$ cat src/rtl/encoder_4x2.sv
// rtl/encoder_4x2.sv - registered 4-to-2 priority encoder with enable, valid and multi-hot flags
module encoder_4x2 (
  input  logic       clk,
  input  logic       rst_n,
  input  logic       en,
  input  logic [3:0] i,
  output logic [1:0] y,
  output logic       valid,
  output logic       multi
);

  logic [1:0] y_d, y_q;
  logic       valid_d, valid_q;
  logic       multi_d, multi_q;

  // Next-state encode: highest set bit wins; idle values whenever en is low
  always_comb begin
    y_d     = 2'b00;
    valid_d = 1'b0;
    multi_d = 1'b0;
    if (en) begin
      if (i[3]) begin
        y_d = 2'b11;
      end else if (i[2]) begin
        y_d = 2'b10;
      end else if (i[1]) begin
        y_d = 2'b01;
      end else begin
        y_d = 2'b00;
      end
      valid_d = |i;
      // Two or more bits set means some pair of bits is set together
      multi_d = (i[3] & (i[2] | i[1] | i[0])) |
                (i[2] & (i[1] | i[0]))        |
                (i[1] & i[0]);
    end
  end

  // Output registers; reset clears them immediately, independent of clk
  always_ff @(posedge clk or negedge rst_n) begin
    if (!rst_n) begin
      y_q     <= 2'b00;
      valid_q <= 1'b0;
      multi_q <= 1'b0;
    end else begin
      y_q     <= y_d;
      valid_q <= valid_d;
      multi_q <= multi_d;
    end
  end

  assign y     = y_q;
  assign valid = valid_q;
  assign multi = multi_q;

endmodule

$ cat config.mk
export PLATFORM = sky130hd
export DESIGN_NAME = encoder_4x2
export DESIGN_NICKNAME = d
export VERILOG_FILES = /design/src/rtl/encoder_4x2.sv
export SDC_FILE = /design/constraint.sdc
export NUM_CORES = 1
export LEC_CHECK = 0
export CORE_AREA = 8 8 45 47
export DETAILED_ROUTE_END_ITERATION = 12
export DIE_AREA = 0 0 53 55
export PLACE_DENSITY_LB_ADDON = 0.2
export SLEW_MARGIN = 20
export SYNTH_ARGS = -nofsm -noshare
export SYNTH_HDL_FRONTEND = slang
export SYNTH_SLANG_ARGS = --single-unit
$ cat constraint.sdc
create_clock -name clk -period 0.8 [get_ports clk]
set_input_delay 0.08 -clock clk [delete_from_list [all_inputs] [get_ports clk]]
set_output_delay 0.08 -clock clk [all_outputs]
set_load 0.01 [all_outputs]
==> results of run 1 <==
synth_stat cells (all sizes together):
| cell type | instances | area (sq um) |
|---|---|---|
| o211a | 1 | 10.0 |
| nor2b | 1 | 6.26 |
| o21a | 3 | 22.5 |
| maj3 | 1 | 10.0 |
| or3 | 1 | 6.26 |
| dfrtp | 4 | 100 |
sequential cells by signal, indices dropped and copies added (netlist names):
signal	flops
valid	1
y	2
multi	1
through the flow:
stage                     area, sq um  instances  TNS, ps
final                             295         41        0
after global placement            283         38    -1600
after floorplan                   155         11        0
after CTS                         283         41    -8.81
after global routing              295         41    -82.5
after detailed placement          283         38    -1680
per-layer routing:
| layer | GRT usage, % | share of wire (%) | up-vias |
|---|---|---|---|
| li1 | - | - | 68 |
| met1 | 3.52 | 48 | 55 |
| met2 | 2.34 | 32 | 11 |
| met3 | 2.41 | 19 | 0 |
| met4 | 5.17 | 0 | 0 |
| met5 | 0 | 0 | - |
power breakdown:
part           leakage [nW]  switching (mW)  total (mW)  internal [mW]
Combinational        0.0763          0.0345      0.0880         0.0535
Clock                0.0138          0.0782       0.246          0.168
Sequential           0.0492         0.00380       0.220          0.217
final timing paths:
check | startpoint | to | slack (ps) | depth (start not counted)
min in group clk | i[0] | valid | 340 | 3
max in group asynchronous | rst_n | y[1] | 590 | 1
max | multi | multi | 8 | 1
min | rst_n | multi | 50 | 1
kinds of logic after synthesis:
kind of cell    count (synthesis)
simple gates                    2
fa+ha+maj                       1
compound gates                  4
flops                           4
layout make-up:
class                      count  area (sq um)
clock buffer                   3          22.5
fill                         146          1090
multi-input combinational      7          56.3
sequential                     4           100
tap                           16          20.0
timing repair buffer          11          96.3
timing repair:
action,4_1_cts,5_1_grt
pin swaps,1,0
endpoints found under the setup margin,6,4
gates resized for setup,20,2
==> reports/summary.txt, run 1 <==
Slowest CP cell: dfrtp_1
Final Critical Period: 792 ps
Mapped Area: 155 sq um
Post-synthesis compound-gate area fraction: 21.0%
Post-synth cell types: 6
Die Y: 55 um
Min Hold Slack: 45.3 ps
Yosys reg bits: 4
Num ports: 11
Adder-Cell Fraction of Synth Area: 6.45%
Final hold violations: 0
FMAX: 1260 MHz
Slew margin rel.: 88.4%
Nets@finish: 34
Crit Path Max Fanout: 1
CTS tree: yes
Num CTS Buffers: 3
Clk root buf: clkbuf_4
Max Cap Viol: 0
Gr ovfl total: 0
Startpoint Class: flip-flop
ANT nets after route: 0
Post-CTS Setup Inserts: 0
Peak VDD IR: 350 uV
Number of antenna diodes: 0
Post-synthesis mux area share: 0%
Mapped Cells: 11
# hold bufs at CTS: 0
Reg clk slew, reported paths: 40 ps
Via count: 134
GPL Wtd Cong: 0.570
Final period util: 99.0%
Synthesis-to-finish area growth: 90.3%
Leak Pwr: 0.139 nW
Family with the most delay on the worst path: flip-flops
Mean post-synth cell area: 14.1 sq um
Share of cells above drive strength 1: 36.0%
Synthesized-area fraction occupied by xor and xnor cells: 0%
Bufs and invs on worst path: 1
Gr usage total: 3.07%
Port bufs: 10
Setup WS post-layout: 7.91 ps
Rows: 14
HP Class: input port to async pin
Full die area: 2920 sq um
DR WL/cell: 9.71 um
Total core area: 1380 sq um
Post-synthesis simple-gate area fraction: 8.06%
Crit-path max cell delay: 350 ps
DRC viols: 0
Largest family of logic cells by synthesized area: compound AO/OA/AOI/OAI gates
1st-pass router iterations: 1
Dpl ws: -407 ps
Clock Path Buffers: 2
Initial core utilization: 11.2%
First-pass GRT wire length: 552 um
Final setup violating endpoints: 0
Via density: 3.27
Sequential area share after synthesis: 64.5%
Worst-path cell chain: buf_2
Clk sink count: 4
Largest net degree at the start of global routing: 5
Setup crit end kind: primary output
Least-Margin Pin Slew: 173 ps
Most frequent cells in the layout: dfrtp_1 (4), o21a_1 (3), clkbuf_4 (3), clkdlybuf4s50_1 (3), dlygate4sd2_1 (3)
First DRT Iteration DRCs: 0
Initial antenna violation count: 0
Die Wd: 53 um
Final Max Slew Viols: 0
Final wirelength: 398 um
Status: finished clean
CTS HTree Levels: 1
CP Class: flip-flop to primary output
CP Data Arrival Time: 710 ps
Post-layout util: 21.3%
Syn_nets: 18
Power Density: 1880 nW/um^2
Total power: 0.554 mW
Ys Warns: 0
Commonest non-fill, non-tap cell in the layout: dfrtp_1
Req. time, crit path: 720 ps
RSZ-0062 raised after global routing: yes
Vias in the first global route: 138
Power figures use the tool's default switching activity.
==> inputs of run 2 (changes only) <==
Settings changed: RECOVER_POWER set to 100.
==> reports/summary.txt, run 2 (synthesized netlist as in run 1, its figures left out) <==
Status: finished clean
1st-pass router iterations: 1 (unchanged)
Max Cap Viol: 0 (unchanged)
Commonest non-fill, non-tap cell in the layout: dfrtp_1
DR WL/cell: 9.68 um (-0.25%)
Largest register FFs: 2 (unchanged)
CP Data Arrival Time: 910 ps (+200 ps)
Power Density: 1870 nW/um^2 (-0.35%)
Num CTS Buffers: 3 (unchanged)
Final setup violating endpoints: 0 (unchanged)
Final Max Slew Viols: 0 (unchanged)
Share of cells above drive strength 1: 36.0% (unchanged)
Worst-path cell chain: dlygate4sd3_1, o211a_1
FMAX: 1260 MHz (-0.26%)
Total power: 0.552 mW (-0.35%)
Total core area: 1380 sq um (unchanged)
Clk sink count: 4 (unchanged)
Via density: 3.27 (unchanged)
Most frequent cells in the layout: dfrtp_1 (4), o21a_1 (3), clkbuf_4 (3), dlygate4sd2_1 (3)
CP Class: input port to flip-flop
ANT nets after route: 0 (unchanged)
Port bufs: 10 (unchanged)
Vias in the first global route: 138 (unchanged)
Final period util: 99.3% (+0.26 points)
GPL Wtd Cong: 0.570 (unchanged)
First-pass GRT wire length: 552 um (unchanged)
Final hold violations: 0 (unchanged)
Peak VDD IR: 344 uV (-1.7%)
Post-route setup TNS: 0 ps (unchanged)
Clock Path Buffers: 2 (unchanged)
Nets@finish: 34 (unchanged)
CTS tree: yes
Final wirelength: 397 um (-0.25%)
Setup crit end kind: flip-flop
Final Critical Period: 794 ps (+2.06 ps)
Family with the most delay on the worst path: buffers and inverters
Gr ovfl total: 0 (unchanged)
Leak Pwr: 0.140 nW (+0.38%)
HP Class: input port to async pin
Slowest CP cell: dlygate4sd3_1
Crit-path max cell delay: 590 ps (+240 ps)
Least-Margin Pin Slew: 179 ps (+6.04 ps)
RSZ-0062 raised after global routing: yes
Num ports: 11 (unchanged)
Initial antenna violation count: 0 (unchanged)
Slew margin rel.: 88.0% (-0.41 points)
Clk root buf: clkbuf_4
Req. time, crit path: 920 ps (+200 ps)
Final instance area: 295 sq um (unchanged)
Bufs and invs on worst path: 1 (unchanged)
Post-DP Area: 283 sq um (unchanged)
Reg clk slew, reported paths: 40 ps (about the same)
Gr usage total: 3.07% (unchanged)
Number of antenna diodes: 0 (unchanged)
Die Y: 55 um (unchanged)
DRC viols: 0 (unchanged)
Largest net degree at the start of global routing: 5 (unchanged)
Via count: 134 (unchanged)
Crit Path Max Fanout: 4 (+3)
CTS HTree Levels: 1 (unchanged)
Synthesis-to-finish area growth: 90.3% (unchanged)
Rows: 14 (unchanged)
Startpoint Class: input port
Full die area: 2920 sq um (unchanged)
First DRT Iteration DRCs: 0 (unchanged)
Initial core utilization: 11.2% (unchanged)
Die Wd: 53 um (unchanged)
## run 2: cell types whose count changed in the layout (fill, tap and decap cells not counted), sizes merged
cell and delta:
dlygate4sd3 +2, clkdlybuf4s50 -2
## run 2: final timing paths
| path | start | endpoint | slack (ps) | cells past startpoint |
|---|---|---|---|---|
| min in group clk | i[0] | valid | 340 | 3 |
| worst min-delay path | rst_n | multi | 120 | 1 |
| max in group asynchronous | rst_n | y[1] | 520 | 1 |
| worst max-delay path | i[3] | multi | 6 | 2 |
## run 2: routing by layer
metal | vias up | share of wire, % | GRT usage [%]
li1 | 68 | - | -
met1 | 55 | 49 | 3.52
met2 | 11 | 32 | 2.34
met3 | 0 | 19 | 2.41
met4 | 0 | 0 | 5.17
met5 | - | 0 | 0
## run 2: layout make-up
| class | instances | area (sq um) |
|---|---|---|
| repair buffers | 11 | 96.3 |
| fillers | 146 | 1090 |
| flip-flops and latches | 4 | 100 |
| well taps | 16 | 20.0 |
| clock buffers | 3 | 22.5 |
| multi-input cells | 7 | 56.3 |
## run 2: power by group
part | switching [mW] | total [mW] | internal (mW)
Combinational | 0.0346 | 0.0860 | 0.0515
Clock | 0.0782 | 0.246 | 0.168
Sequential | 0.00380 | 0.220 | 0.217
Total | 0.117 | 0.552 | 0.436
## run 2: metrics by stage
| stage | utilization (%) | worst slack [ps] | hold slack [ps] | cells |
|---|---|---|---|---|
| final | 21.3 | 5.86 | 115 | 41 |
| after global routing | 21.3 | -24.3 | 114 | 41 |
| after CTS | 20.4 | -5.83 | 38.8 | 41 |
| after detailed placement | 20.4 | -407 | 288 | 38 |
| after global placement | 20.4 | -399 | 288 | 38 |
| after floorplan | - | 64.2 | -216 | 11 |
## run 2: what timing repair did
item | in CTS | in global routing
pin swaps | 1 | 0
cloned | 0 | 0
hold buffers | 0 | 0
setup buffers | 0 | 0
endpoints found under the setup margin | 6 | 4
gates resized for setup | 20 | 2
hold endpoints to repair | 0 | 0
